<file path="src/rtl/ebi_tx_sched.sv">
// EBI transmit channel scheduler: round-robin arbitration with per-channel receiver credits.
// Optional build macro EBI_TX_SCHED_CR_PRIO_EN gives ID_CR strict priority over the other channels.
package ebi_tx_sched_pkg;
  localparam int M1_M2_CHANNEL_NUM        = 2;
  // One bit wider than the channel count needs, so out-of-range credit ids can be flagged.
  localparam int M1_M2_CHANNEL_NUM_WIDTH  = 2;
  localparam int MAX_M1_M2_MESSAGE_LENGTH = 32;
  localparam int EBI_BUFFER_DEPTH         = 20;

  typedef enum logic [M1_M2_CHANNEL_NUM_WIDTH-1:0] {
    ID_TEST = 2'd0,
    ID_CR   = 2'd1
  } m1_m2_channel_id_t;
endpackage

module ebi_tx_sched
  import ebi_tx_sched_pkg::*;
#(
  parameter int CH_NUM = M1_M2_CHANNEL_NUM,
  parameter int MSG_W  = MAX_M1_M2_MESSAGE_LENGTH,
  parameter int DEPTH  = EBI_BUFFER_DEPTH,
  parameter int CNT_W  = $clog2(DEPTH + 1)
) (
  input  logic                                 clk,
  input  logic                                 rst,
  input  logic [CH_NUM-1:0]                    ch_valid_i,
  input  logic [CH_NUM-1:0][MSG_W-1:0]         ch_msg_i,
  output logic [CH_NUM-1:0]                    ch_ready_o,
  output logic                                 tx_valid_o,
  output logic [M1_M2_CHANNEL_NUM_WIDTH-1:0]   tx_id_o,
  output logic [MSG_W-1:0]                     tx_msg_o,
  input  logic                                 tx_ready_i,
  input  logic                                 crd_ret_valid_i,
  input  logic [M1_M2_CHANNEL_NUM_WIDTH-1:0]   crd_ret_id_i,
  output logic [CH_NUM-1:0][CNT_W-1:0]         crd_cnt_o,
  output logic                                 crd_err_o
);
  localparam int                ID_W    = M1_M2_CHANNEL_NUM_WIDTH;
  localparam int                PTR_W   = (CH_NUM > 1) ? $clog2(CH_NUM) : 1;
  localparam logic [CNT_W-1:0]  DEPTH_C = CNT_W'(DEPTH);
`ifdef EBI_TX_SCHED_CR_PRIO_EN
  localparam int                CR_IDX  = int'(ID_CR);
`endif

  typedef enum logic {ST_EMPTY, ST_FULL} state_e;

  state_e                       state_q, state_d;
  logic [PTR_W-1:0]             rr_ptr_q, rr_ptr_d;
  logic [ID_W-1:0]              tx_id_q, tx_id_d;
  logic [MSG_W-1:0]             tx_msg_q, tx_msg_d;
  logic [CH_NUM-1:0][CNT_W-1:0] crd_q, crd_d;
  logic                         err_q, err_d;

  logic                         load_en;
  logic [CH_NUM-1:0]            elig;
  logic                         gnt_any;
  logic [PTR_W-1:0]             gnt_idx;
  logic                         gnt_upd_rr;

  always_comb begin
    elig = '0;
    for (int k = 0; k < CH_NUM; k++) begin
      elig[k] = ch_valid_i[k] && (crd_q[k] != '0);
    end
  end

  // Search starts at rr_ptr_q and wraps; the first eligible channel wins.
  always_comb begin
    logic [CH_NUM-1:0] rr_elig;
    logic [PTR_W-1:0]  cidx;
    // NOTE: every combinational output gets a default before any branch, so no latch is inferred.
    gnt_any    = 1'b0;
    gnt_idx    = '0;
    gnt_upd_rr = 1'b0;
    rr_elig    = elig;
    cidx       = '0;
`ifdef EBI_TX_SCHED_CR_PRIO_EN
    rr_elig[CR_IDX] = 1'b0;
`endif
    for (int i = 0; i < CH_NUM; i++) begin
      cidx = PTR_W'((int'(rr_ptr_q) + i) % CH_NUM);
      if (!gnt_any && rr_elig[cidx]) begin
        gnt_any    = 1'b1;
        gnt_idx    = cidx;
        gnt_upd_rr = 1'b1;
      end
    end
`ifdef EBI_TX_SCHED_CR_PRIO_EN
    if (elig[CR_IDX]) begin
      gnt_any    = 1'b1;
      gnt_idx    = PTR_W'(CR_IDX);
      gnt_upd_rr = 1'b0;
    end
`endif
  end

  // Output slot: reloads whenever empty or when the serializer takes the held message.
  always_comb begin
    state_d    = state_q;
    tx_id_d    = tx_id_q;
    tx_msg_d   = tx_msg_q;
    rr_ptr_d   = rr_ptr_q;
    ch_ready_o = '0;
    load_en    = (state_q == ST_EMPTY) || (tx_valid_o && tx_ready_i);
    if (load_en) begin
      state_d = gnt_any ? ST_FULL : ST_EMPTY;
      if (gnt_any) begin
        ch_ready_o[gnt_idx] = !rst;
        tx_id_d             = ID_W'(gnt_idx);
        tx_msg_d            = ch_msg_i[gnt_idx];
        if (gnt_upd_rr) begin
          rr_ptr_d = PTR_W'((int'(gnt_idx) + 1) % CH_NUM);
        end
      end
    end
  end

  always_comb begin
    logic ret_ok;
    logic dec;
    logic inc;
    crd_d  = crd_q;
    err_d  = err_q;
    dec    = 1'b0;
    inc    = 1'b0;
    ret_ok = crd_ret_valid_i && (int'(crd_ret_id_i) < CH_NUM);
    if (crd_ret_valid_i && !ret_ok) begin
      err_d = 1'b1;
    end
    for (int k = 0; k < CH_NUM; k++) begin
      dec = load_en && gnt_any && (gnt_idx == PTR_W'(k));
      inc = ret_ok && (crd_ret_id_i == ID_W'(k));
      if (inc && !dec) begin
        if (crd_q[k] == DEPTH_C) err_d = 1'b1;
        else                     crd_d[k] = crd_q[k] + 1'b1;
      end else if (dec && !inc) begin
        crd_d[k] = crd_q[k] - 1'b1;
      end
    end
  end

  // NOTE: sequential state uses non-blocking assignments so every flop samples pre-edge values.
  always_ff @(posedge clk or posedge rst) begin
    if (rst) begin
      state_q  <= ST_EMPTY;
      rr_ptr_q <= '0;
      tx_id_q  <= '0;
      tx_msg_q <= '0;
      crd_q    <= {CH_NUM{DEPTH_C}};
      err_q    <= 1'b0;
    end else begin
      state_q  <= state_d;
      rr_ptr_q <= rr_ptr_d;
      tx_id_q  <= tx_id_d;
      tx_msg_q <= tx_msg_d;
      crd_q    <= crd_d;
      err_q    <= err_d;
    end
  end

  assign tx_valid_o = (state_q == ST_FULL);
  assign tx_id_o    = tx_id_q;
  assign tx_msg_o   = tx_msg_q;
  assign crd_cnt_o  = crd_q;
  assign crd_err_o  = err_q;

endmodule
</file>
<file path="config.mk">
export PLATFORM = sky130hd
export DESIGN_NAME = ebi_tx_sched
export DESIGN_NICKNAME = d
export VERILOG_FILES = /design/src/rtl/ebi_tx_sched.sv
export SDC_FILE = /design/constraint.sdc
export NUM_CORES = 1
export LEC_CHECK = 0
export BUFFER_PORTS_ARGS = -buffer_cell sky130_fd_sc_hd__buf_2
export CORE_UTILIZATION = 45
export DETAILED_ROUTE_END_ITERATION = 16
export GPL_ROUTABILITY_DRIVEN = 0
export HOLD_SLACK_MARGIN = 0.15
export PLACE_DENSITY = 0.89
export SYNTH_ARGS = -nofsm -noshare
export SYNTH_HDL_FRONTEND = slang
export SYNTH_SLANG_ARGS = --single-unit
</file>
<file path="constraint.sdc">
create_clock -name clk -period 3.8 [get_ports clk]
set_clock_uncertainty 0.1 [all_clocks]
set_input_delay 0.19 -clock clk [delete_from_list [all_inputs] [get_ports clk]]
set_output_delay 0.19 -clock clk [all_outputs]
set_load 0.01 [all_outputs]
</file>
==> run summary, run 1 <==
deepest clock path buffer count = 2
Design Power = 0.00221 W
CTS root buf = clkbuf_8
synth cell count leaders = dfrtp_1, inv_1, a22oi_1, o21ai_0, clkbuf_1
CTS Sinks = 46
I/O Pins = 120
Post-synth top flop = dfrtp_1
Achievable Freq = 318 MHz
GRT Util Overall = 28.5%
Final Hold Viols = 0
combinational share of power = 45.7%
Multi-input gate area = 985 um^2
DRT Pass-1 Iters = 5
Tcrit/Tclk final = 82.8%
crit path time final = 3.15 ns
dominant cell type by area after synthesis = dfrtp_1
Sw Ratio = 37.6%
setup TNS = 0 ns
Core Area = 4850 um^2
vias in the first global route = 2494
sequential power share = 38.3%
CTS clk-pin slew, worst paths = 0.09 ns
PwrDens = 587 nW/um^2
Slew headroom = 37.0%
die area = 5450 um^2
routed len/inst = 15.9 um
syn avg cell area = 10.2 um^2
Internal = 0.00138 W
worst-path maximum fanout = 6
Net Count, Synth = 309
DR vias/cell = 5.15
Initial Utilization = 47.9%
share of cells above drive strength 1 = 34.3%
asr flop ratio synth = 100%
number of I/O port buffers = 118
Final setup viols = 0
share of the synthesized area in the top cell type = 45.3%
Vias = 2475
DRT antenna net count = 0
Clock power frac = 16.0%
# Post-CTS Setup Buffers = 0
Leakage = 1.81 nW
most area-consuming cells after synthesis = dfrtp_1, a22oi_1, o21ai_0
DRT Wirelength = 7670 um
Sequential cell area = 1160 um^2
Slew Viols, Final = 0
FILL cells = 318
Least-Margin Pin Slew = 0.944 ns
NumNets Final = 494
most frequent cell after synthesis = dfrtp_1
H-tree depth = 2
initial antenna violation count = 0
Site Rows = 25
DRC violations left = 0
Psw = 0.000830 W
area grow syn2layout = 62.2%
post-cts repair resize count = 0
global-route wire length before repair = 11600 um
unrepaired setup endpoints after global routing = no
Distinct cells, synth = 33
status = finished, final reports clean
kind of critical path = flop to flop
number of diodes = 0
largest net degree at the start of global routing = 49
Synth Instances = 228
CP required = 3.93 ns
Die W = 73.8 um
Synth warnings = 0
Max IR drop VDD = 0.000485 V
number of synthesized register bits = 46
total gr overflow = 0
post-synthesis sequential area ratio = 49.8%
crit path capture type = flop
CP arrival = 3.27 ns
DR iter-0 viols = 146
die extent in y = 73.8 um
Hold Path Class = primary input to flop
# hold bufs at CTS = 68
Final HPWL DP = 4150 um
CTS Buf Count = 5
Post-synth EDFFs = 0
CP Launch Type = flop
CTS tree = built
maxcap violations = 0
Syn Std Cell Area = 2320 um^2
worst skew pair latency = 0.29 ns
layer usage:
| metal | up-vias | share of wire (%) | GRT usage [%] | wire (um) |
|---|---|---|---|---|
| met5 | - | 0 | 0 | 0 |
| met4 | 0 | 3.2 | 16.0 | 245 |
| met3 | 26 | 5.4 | 7.68 | 416 |
| met2 | 119 | 52 | 49.0 | 4010 |
| met1 | 1172 | 39 | 31.8 | 2990 |
| li1 | 1158 | - | - | - |
registers in the layout, summed over array words and instances (netlist names):
register	flops
tx_msg_o	32
crd_cnt_o	10
crd_err_o	1
rr_ptr_q	1
tx_id_o	1
tx_valid_o	1
critical path, stage by stage, from the launching register on:
cell and delay, ns:
dfrtp_1 0.45, or3_1 0.41, or3_1 0.37, a311oi_4 0.31, nand2b_1 0.28, ha_1 0.31
a21oi_1 0.15, nand2_1 0.08, or2_2 0.29, mux2i_1 0.17, xor2_1 0.16
power groups by stage:
stage	logic, W	clock network [W]	registers (W)
finish	0.00101	0.000354	0.000846
global route	0.00110	0.000391	0.000868
CTS	0.000983	0.000366	0.000838
detailed placement	0.000871	0	0.000847
global placement	0.000832	0	0.000831
floorplan	0.000452	0	0.000913
layout by cell type (no fill, tap or decap), types with 2 or more instances in the layout:
cell type	n
a21o_1	3
a21oi_1	5
a22oi_1	32
and2_1	2
buf_2	118
buf_4	3
clkbuf_1	2
clkbuf_8	5
dfrtp_1	42
dfstp_2	4
dlygate4sd3_1	68
fa_1	2
ha_1	7
inv_1	36
mux2_2	5
mux2i_1	5
nand2_1	4
nand2b_1	2
nand3_1	7
nand3b_1	3
nor3_1	2
o21ai_0	32
or2_2	2
or3_1	2
xnor2_1	3
xor2_1	5
metrics by stage:
step	worst slack, ns	cells	instance area [um^2]	hold slack (ns)	util [%]
2_1_floorplan	0.622	228	2320	0.227	-
3_3_place_gp	0.797	405	2980	0.318	61.4
3_5_place_dp	0.670	405	2980	0.327	61.4
4_1_cts	0.658	481	3760	0.186	77.6
5_1_grt	0.524	481	3760	0.205	77.6
6_report	0.652	481	3760	0.201	77.6
final cells by class:
class	instances	share of cell area [%]
multi-input combinational	134	26.2
timing repair buffer	189	34.4
inverter	37	3.69
clock inverter	1	0.798
clock buffer	7	2.03
sequential	46	30.7
tap	67	2.23
cell families (layout without fill, tap and decap cells):
| family | count (synthesis) | after routing | share of synthesized area (%) |
|---|---|---|---|
| compound gates | 79 | 79 | 22.5 |
| buf+inv | 48 | 234 | 7.92 |
| flops | 46 | 46 | 49.8 |
| simple gates | 27 | 27 | 6.47 |
| mux | 10 | 10 | 4.58 |
| fa+ha+maj | 9 | 9 | 5.50 |
| xor+xnor | 8 | 8 | 3.02 |
| other cells | 1 | 1 | 0.162 |
path summary, 6_finish.rpt:
kind,cells after the start,startpoint,to,slack (ns)
worst max-delay path,10,crd_cnt_o[5]$_DFFE_PP0P_,crd_cnt_o[4]$_DFFE_PP1P_,0.65
worst min-delay path,3,ch_valid_i[1],tx_valid_o$_DFFE_PP0P_,0.20
worst max register to register,10,crd_cnt_o[5]$_DFFE_PP0P_,crd_cnt_o[4]$_DFFE_PP1P_,0.65
worst min register to register,1,tx_id_o[0]$_DFFE_PP0N_,tx_id_o[0]$_DFFE_PP0N_,0.42
max in group asynchronous,3,rst,tx_id_o[0]$_DFFE_PP0N_,2.42
min in group asynchronous,3,rst,tx_msg_o[5]$_DFFE_PP0N_,0.59
Note: power is estimated with default switching activity, not from simulation.
==> run 2, diff against run 1 <==
--- a/config.mk
+++ b/config.mk
@@ -6,11 +6,11 @@
 export NUM_CORES = 1
 export LEC_CHECK = 0
 export BUFFER_PORTS_ARGS = -buffer_cell sky130_fd_sc_hd__buf_2
-export CORE_UTILIZATION = 45
+export CORE_UTILIZATION = 41
 export DETAILED_ROUTE_END_ITERATION = 16
 export GPL_ROUTABILITY_DRIVEN = 0
 export HOLD_SLACK_MARGIN = 0.15
-export PLACE_DENSITY = 0.89
+export PLACE_DENSITY = 0.85
 export SYNTH_ARGS = -nofsm -noshare
 export SYNTH_HDL_FRONTEND = slang
 export SYNTH_SLANG_ARGS = --single-unit
==> constraint.sdc (replaced) <==
create_clock -name clk -period 2.7 [get_ports clk]
set_clock_uncertainty 0.1 [all_clocks]
set_input_delay 0.135 -clock clk [delete_from_list [all_inputs] [get_ports clk]]
set_output_delay 0.135 -clock clk [all_outputs]
set_load 0.01 [all_outputs]
==> run summary, run 2 (same netlist as run 1, synthesis figures left out) <==
Final Hold Viols = 0 (unchanged)
crit path capture type = flop (unchanged)
CTS clk-pin slew, worst paths = 0.09 ns (about the same)
most common cell after layout, fill and taps aside = buf_2 (unchanged)
Hold Path Class = primary input to flop (unchanged)
DR vias/cell = 5.22 (was 5.15)
area grow syn2layout = 75.9% (was 62.2%)
PwrDens = 805 nW/um^2 (was 587 nW/um^2)
CP arrival = 2.95 ns (was 3.27 ns)
Leakage = 1.99 nW (was 1.81 nW)
DRT Wirelength = 8490 um (was 7670 um)
NumNets Final = 516 (was 494)
WHS = 0.336 ns (was 0.201 ns)
Max IR drop VDD = 0.000573 V (was 0.000485 V)
total gr overflow = 0 (unchanged)
Achievable Freq = 354 MHz (was 318 MHz)
number of I/O port buffers = 118 (unchanged)
DRC violations left = 0 (unchanged)
CP Launch Type = flop (unchanged)
routed len/inst = 16.7 um (was 15.9 um)
worst-path maximum fanout = 5 (was 6)
I/O Pins = 120 (unchanged)
H-tree depth = 2 (unchanged)
vias in the first global route = 2789 (was 2494)
Tcrit/Tclk final = 105% (was 82.8%)
Post-DP Area = 3150 um^2 (was 2980 um^2)
CP dominant cell by count = or3_4 (was or3_1)
die extent in y = 77.2 um (was 73.8 um)
unrepaired setup endpoints after global routing = yes (was no)
Core Area = 5470 um^2 (was 4850 um^2)
Design Power = 0.00329 W (was 0.00221 W)
CP top delay family = simple AND/OR/NAND/NOR gates (unchanged)
Internal = 0.00203 W (was 0.00138 W)
kind of critical path = flop to flop (unchanged)
DRT antenna net count = 0 (unchanged)
CP bufs+invs = 0 (unchanged)
CTS root buf = clkbuf_8 (unchanged)
crit path time final = 2.83 ns (was 3.15 ns)
Sequential cell area = 1160 um^2 (about the same)
failing checks = setup timing
CP Cell Sequence = or3_4 > or3_4 > a311oi_4 > nand2b_4 > ha_4 > a21oi_2 > nand2_1 > or2_4 > mux2i_1 > xor2_1 (was or3_1 > or3_1 > a311oi_4 > nand2b_1 > ha_1 > a21oi_1 > nand2_1 > or2_2 > mux2i_1 > xor2_1)
maxcap violations = 0 (unchanged)
Sw Ratio = 38.3% (was 37.6%)
GRT Util Overall = 28.9% (was 28.5%)
initial antenna violation count = 0 (unchanged)
max FFs per register = 32 (unchanged)
Psw = 0.00126 W (was 0.000830 W)
pre-CTS setup slack = -0.0927 ns (was 0.670 ns)
CTS Buf Count = 5 (unchanged)
share of cells above drive strength 1 = 41.3% (was 34.3%)
Multi-input gate area = 1110 um^2 (was 985 um^2)
fin area = 4080 um^2 (was 3760 um^2)
sequential power share = 34.9% (was 38.3%)
Slew headroom = 15.2% (was 37.0%)
Slew Viols, Final = 0 (unchanged)
Final HPWL DP = 4380 um (was 4150 um)
Final setup viols = 3 (was 0)
CTS Sinks = 46 (unchanged)
CP required = 2.83 ns (was 3.93 ns)
FILL cells = 343 (was 318)
deepest clock path buffer count = 2 (unchanged)
Least-Margin Pin Slew = 1.27 ns (was 0.944 ns)
final worst setup slack = -0.126 ns (was 0.652 ns)
slowest stage cell on the critical path = dfrtp_1 (unchanged)
largest net degree at the start of global routing = 44 (was 49)
status = finished with violations (was finished, final reports clean)
die area = 5970 um^2 (was 5450 um^2)
Layout Utilization = 74.6% (was 77.6%)
Die W = 77.2 um (was 73.8 um)
worst skew pair latency = 0.30 ns (was 0.29 ns)
Vias = 2651 (was 2475)
DR iter-0 viols = 142 (was 146)
Clock power frac = 12.7% (was 16.0%)
most frequent cells in the layout = buf_2, dlygate4sd3_1, dfrtp_1 (unchanged)
global-route wire length before repair = 13300 um (was 11600 um)
combinational share of power = 52.3% (was 45.7%)
Site Rows = 27 (was 25)
CTS tree = built (unchanged)
number of diodes = 0 (unchanged)
Largest stage delay, worst path = 0.39 ns (was 0.45 ns)
Initial Utilization = 42.4% (was 47.9%)
DRT Pass-1 Iters = 4 (was 5)
run 2: changes by cell type in the layout (fill, tap and decap cells not counted), sizes merged:
cell         previous run  this run
clkbuf                  7         6
bufinv                  1         0
clkinv                  0         2
dlygate4sd3            68        70
buf                   121       140
bufbuf                  0         1
run 2: routing by layer:
metal | track usage (%) | part of all wire [%] | wire [um] | vias to the layer above
met5 | 0 | 0 | 0 | -
met4 | 18.3 | 4.1 | 349 | 0
met3 | 7.98 | 7.6 | 645 | 37
met2 | 50.0 | 52 | 4400 | 137
met1 | 30.7 | 36 | 3090 | 1272
li1 | - | - | - | 1205
run 2: area by class of cell:
type | instances | area share, %
inverters | 37 | 3.40
repair buffers | 211 | 36.8
well taps | 72 | 2.21
multi-input cells | 134 | 27.2
clock buffers | 6 | 1.78
flip-flops and latches | 46 | 28.3
clock inverters | 2 | 0.337
run 2: worst min-delay path, stage by stage:
cell and delay (ns):
buf_2 0.09, nand3b_1 0.16, nand3_1 0.11, mux2i_1 0.08, xor2_1 0.16
run 2: worst paths after layout:
kind / start / to / slack (ns) / depth (start not counted)
max in group asynchronous: rst / crd_cnt_o[5]$_DFFE_PP0P_ / 0.98 / 5
max: crd_cnt_o[8]$_DFFE_PP0P_ / crd_cnt_o[4]$_DFFE_PP1P_ / -0.13 / 10
min: crd_ret_id_i[0] / crd_cnt_o[9]$_DFFE_PP1P_ / 0.34 / 5
min reg2reg: tx_id_o[0]$_DFFE_PP0N_ / tx_id_o[0]$_DFFE_PP0N_ / 0.40 / 1
min in group asynchronous: rst / tx_msg_o[2]$_DFFE_PP0N_ / 0.77 / 4
max reg2reg: crd_cnt_o[8]$_DFFE_PP0P_ / crd_cnt_o[4]$_DFFE_PP1P_ / -0.13 / 10
run 2: power groups by stage:
stage | registers (W) | logic, W | clock network [W]
floorplan | 0.00130 | 0.000712 | 0
global placement | 0.00113 | 0.00141 | 0
detailed placement | 0.00114 | 0.00147 | 0
CTS | 0.00113 | 0.00163 | 0.000422
global route | 0.00118 | 0.00187 | 0.000452
finish | 0.00115 | 0.00172 | 0.000418
run 2: what timing repair did:
item                       in CTS  in global routing
hold endpoints to repair       76                  0
setup buffers                   3                  4
cloned                          1                  0
pin swaps                       0                 10
setup endpoints to repair       6                  7
hold buffers                   70                  0
gates resized for setup         5                  6
run 2: through the flow:
stage,setup TNS (ns),cells
final,-0.218,508
after global routing,-0.732,508
after CTS,-0.154,504
after detailed placement,-0.317,422
after global placement,-0.000938,422
after floorplan,-0.823,228
==> run 3, diff against run 2 <==
==> config.mk (replaced) <==
export PLATFORM = sky130hd
export DESIGN_NAME = ebi_tx_sched
export DESIGN_NICKNAME = d
export VERILOG_FILES = /design/src/rtl/ebi_tx_sched.sv
export SDC_FILE = /design/constraint.sdc
export NUM_CORES = 1
export LEC_CHECK = 0
export CORE_UTILIZATION = 56
export DETAILED_ROUTE_END_ITERATION = 16
export DONT_BUFFER_PORTS = 1
export GPL_ROUTABILITY_DRIVEN = 0
export HOLD_SLACK_MARGIN = 0.15
export PLACE_DENSITY = 0.83
export SYNTH_ARGS = -nofsm -noshare
export SYNTH_HDL_FRONTEND = slang
export SYNTH_SLANG_ARGS = --single-unit
==> run summary, run 3 (same netlist as run 1, synthesis figures left out) <==
status = finished with violations (unchanged)
failing checks = setup timing (unchanged)
setup TNS = -0.253 ns (was -0.218 ns)
DRT Pass-1 Iters = 5 (was 4)
I/O Pins = 120 (unchanged)
Sequential cell area = 1160 um^2 (unchanged)
die extent in y = 66.4 um (was 77.2 um)
routed len/inst = 20.4 um (was 16.7 um)
Final HPWL DP = 3720 um (was 4380 um)
Slew Viols, Final = 0 (unchanged)
kind of critical path = flop to flop (unchanged)
share of cells above drive strength 1 = 21.4% (was 41.3%)
FILL cells = 176 (was 343)
Cell Count, Final, Fillers Out = 378 (was 508)
most common cell after layout, fill and taps aside = dlygate4sd3_1 (was buf_2)
area grow syn2layout = 53.0% (was 75.9%)
DRC violations left = 0 (unchanged)
NumNets Final = 407 (was 516)
Slew headroom = 64.1% (was 15.2%)
CTS tree = built (unchanged)
vias in the first global route = 2160 (was 2789)
Tcrit/Tclk final = 106% (was 105%)
DRT Wirelength = 7710 um (was 8490 um)
Die W = 66.4 um (was 77.2 um)
CTS clk-pin slew, worst paths = 0.08 ns (was 0.09 ns)
Multi-input gate area = 1110 um^2 (unchanged)
GRT Util Overall = 33.7% (was 28.9%)
maxcap violations = 0 (unchanged)
Cells after DPL = 287 (was 422)
deepest clock path buffer count = 2 (unchanged)
CTS Sinks = 46 (unchanged)
CTS root buf = clkbuf_8 (unchanged)
die area = 4410 um^2 (was 5970 um^2)
largest net degree at the start of global routing = 37 (was 44)
DR vias/cell = 5.98 (was 5.22)
fin area = 3550 um^2 (was 4080 um^2)
Site Rows = 23 (was 27)
global-route wire length before repair = 10700 um (was 13300 um)
WHS = 0.235 ns (was 0.336 ns)
Vias = 2261 (was 2651)
Post-DP Area = 2570 um^2 (was 3150 um^2)
Final setup viols = 3 (unchanged)
Least-Margin Pin Slew = 0.538 ns (was 1.27 ns)
CP arrival = 2.99 ns (was 2.95 ns)
Core Area = 4000 um^2 (was 5470 um^2)
worst-path maximum fanout = 5 (unchanged)
Initial Utilization = 58.0% (was 42.4%)
initial antenna violation count = 0 (unchanged)
CTS Buf Count = 5 (unchanged)
final worst setup slack = -0.173 ns (was -0.126 ns)
DR iter-0 viols = 158 (was 142)
Achievable Freq = 348 MHz (was 354 MHz)
Leakage = 1.57 nW (was 1.99 nW)
Final Hold Viols = 0 (unchanged)
Max IR drop VDD = 0.000647 V (was 0.000573 V)
PwrDens = 894 nW/um^2 (was 805 nW/um^2)
Hold Path Class = primary input to flop (unchanged)
DRT antenna net count = 0 (unchanged)
worst skew pair latency = 0.29 ns (was 0.30 ns)
H-tree depth = 2 (unchanged)
total gr overflow = 0 (unchanged)
unrepaired setup endpoints after global routing = yes (unchanged)
CP Launch Type = flop (unchanged)
most frequent cells in the layout = dlygate4sd3_1, dfrtp_1, inv_1 (was buf_2, dlygate4sd3_1, dfrtp_1)
CP required = 2.82 ns (was 2.83 ns)
max FFs per register = 32 (unchanged)
crit path time final = 2.87 ns (was 2.83 ns)
crit path capture type = flop (unchanged)
Layout Utilization = 88.8% (was 74.6%)
number of I/O port buffers = 0 (was 118)
-- run 3: worst paths after layout --
| check | end | depth (start not counted) | slack (ns) | startpoint |
|---|---|---|---|---|
| worst min register to register | crd_cnt_o[4]$_DFFE_PP1P_ | 1 | 0.46 | crd_cnt_o[4]$_DFFE_PP1P_ |
| min in group asynchronous | tx_msg_o[27]$_DFFE_PP0N_ | 2 | 0.25 | rst |
| worst max-delay path | crd_cnt_o[4]$_DFFE_PP1P_ | 10 | -0.17 | crd_cnt_o[8]$_DFFE_PP0P_ |
| max in group asynchronous | crd_cnt_o[9]$_DFFE_PP1P_ | 3 | 1.47 | rst |
| worst min-delay path | crd_cnt_o[9]$_DFFE_PP1P_ | 4 | 0.23 | crd_ret_valid_i |
| worst max register to register | crd_cnt_o[4]$_DFFE_PP1P_ | 10 | -0.17 | crd_cnt_o[8]$_DFFE_PP0P_ |
-- run 3: layout make-up --
cell class                 instances  share of cell area (%)
clock buffer                       7                    2.15
tap                               50                    1.76
multi-input combinational        134                    31.2
inverter                          37                    3.91
sequential                        46                    32.6
antenna                            1                  0.0704
clock inverter                     1                   0.845
timing repair buffer             102                    27.5
-- run 3: what timing repair did --
item,CTS,global route
hold buffers,69,0
setup endpoints to repair,5,9
cloned,0,1
hold endpoints to repair,56,0
resized for setup,2,11
pin swaps,0,1
buffers inserted,1,11
-- run 3: critical path: stages, from the launching register on --
cell      delay [ns]
dfrtp_1         0.39
or3_4           0.39
or3_4           0.39
a311oi_4        0.28
nand2b_4        0.23
ha_4            0.22
a21oi_2         0.12
nand2_1         0.09
or2_4           0.23
mux2i_1         0.19
xor2_1          0.17
-- run 3: metrics by stage --
| stage | setup WS [ns] | power [W] |
|---|---|---|
| finish | -0.173 | 0.00318 |
| global route | -0.275 | 0.00334 |
| CTS | -0.122 | 0.00298 |
| detailed placement | -0.0981 | 0.00238 |
| global placement | -0.0178 | 0.00231 |
| floorplan | -0.271 | 0.00202 |
-- run 3: power by group --
part / leakage, nW / internal (W) / total [W] / switching [W]
clock network: 0.0525 / 0.000277 / 0.000502 / 0.000225
registers: 0.548 / 0.000969 / 0.00128 / 0.000315
logic: 0.969 / 0.000703 / 0.00139 / 0.000687
-- run 3: per-layer routing --
layer	global-route usage [%]	share of wire [%]	vias to the layer above
li1	-	-	985
met1	37.2	37	1114
met2	56.6	52	131
met3	11.9	7.1	31
met4	17.8	3.8	0
met5	0	0	-
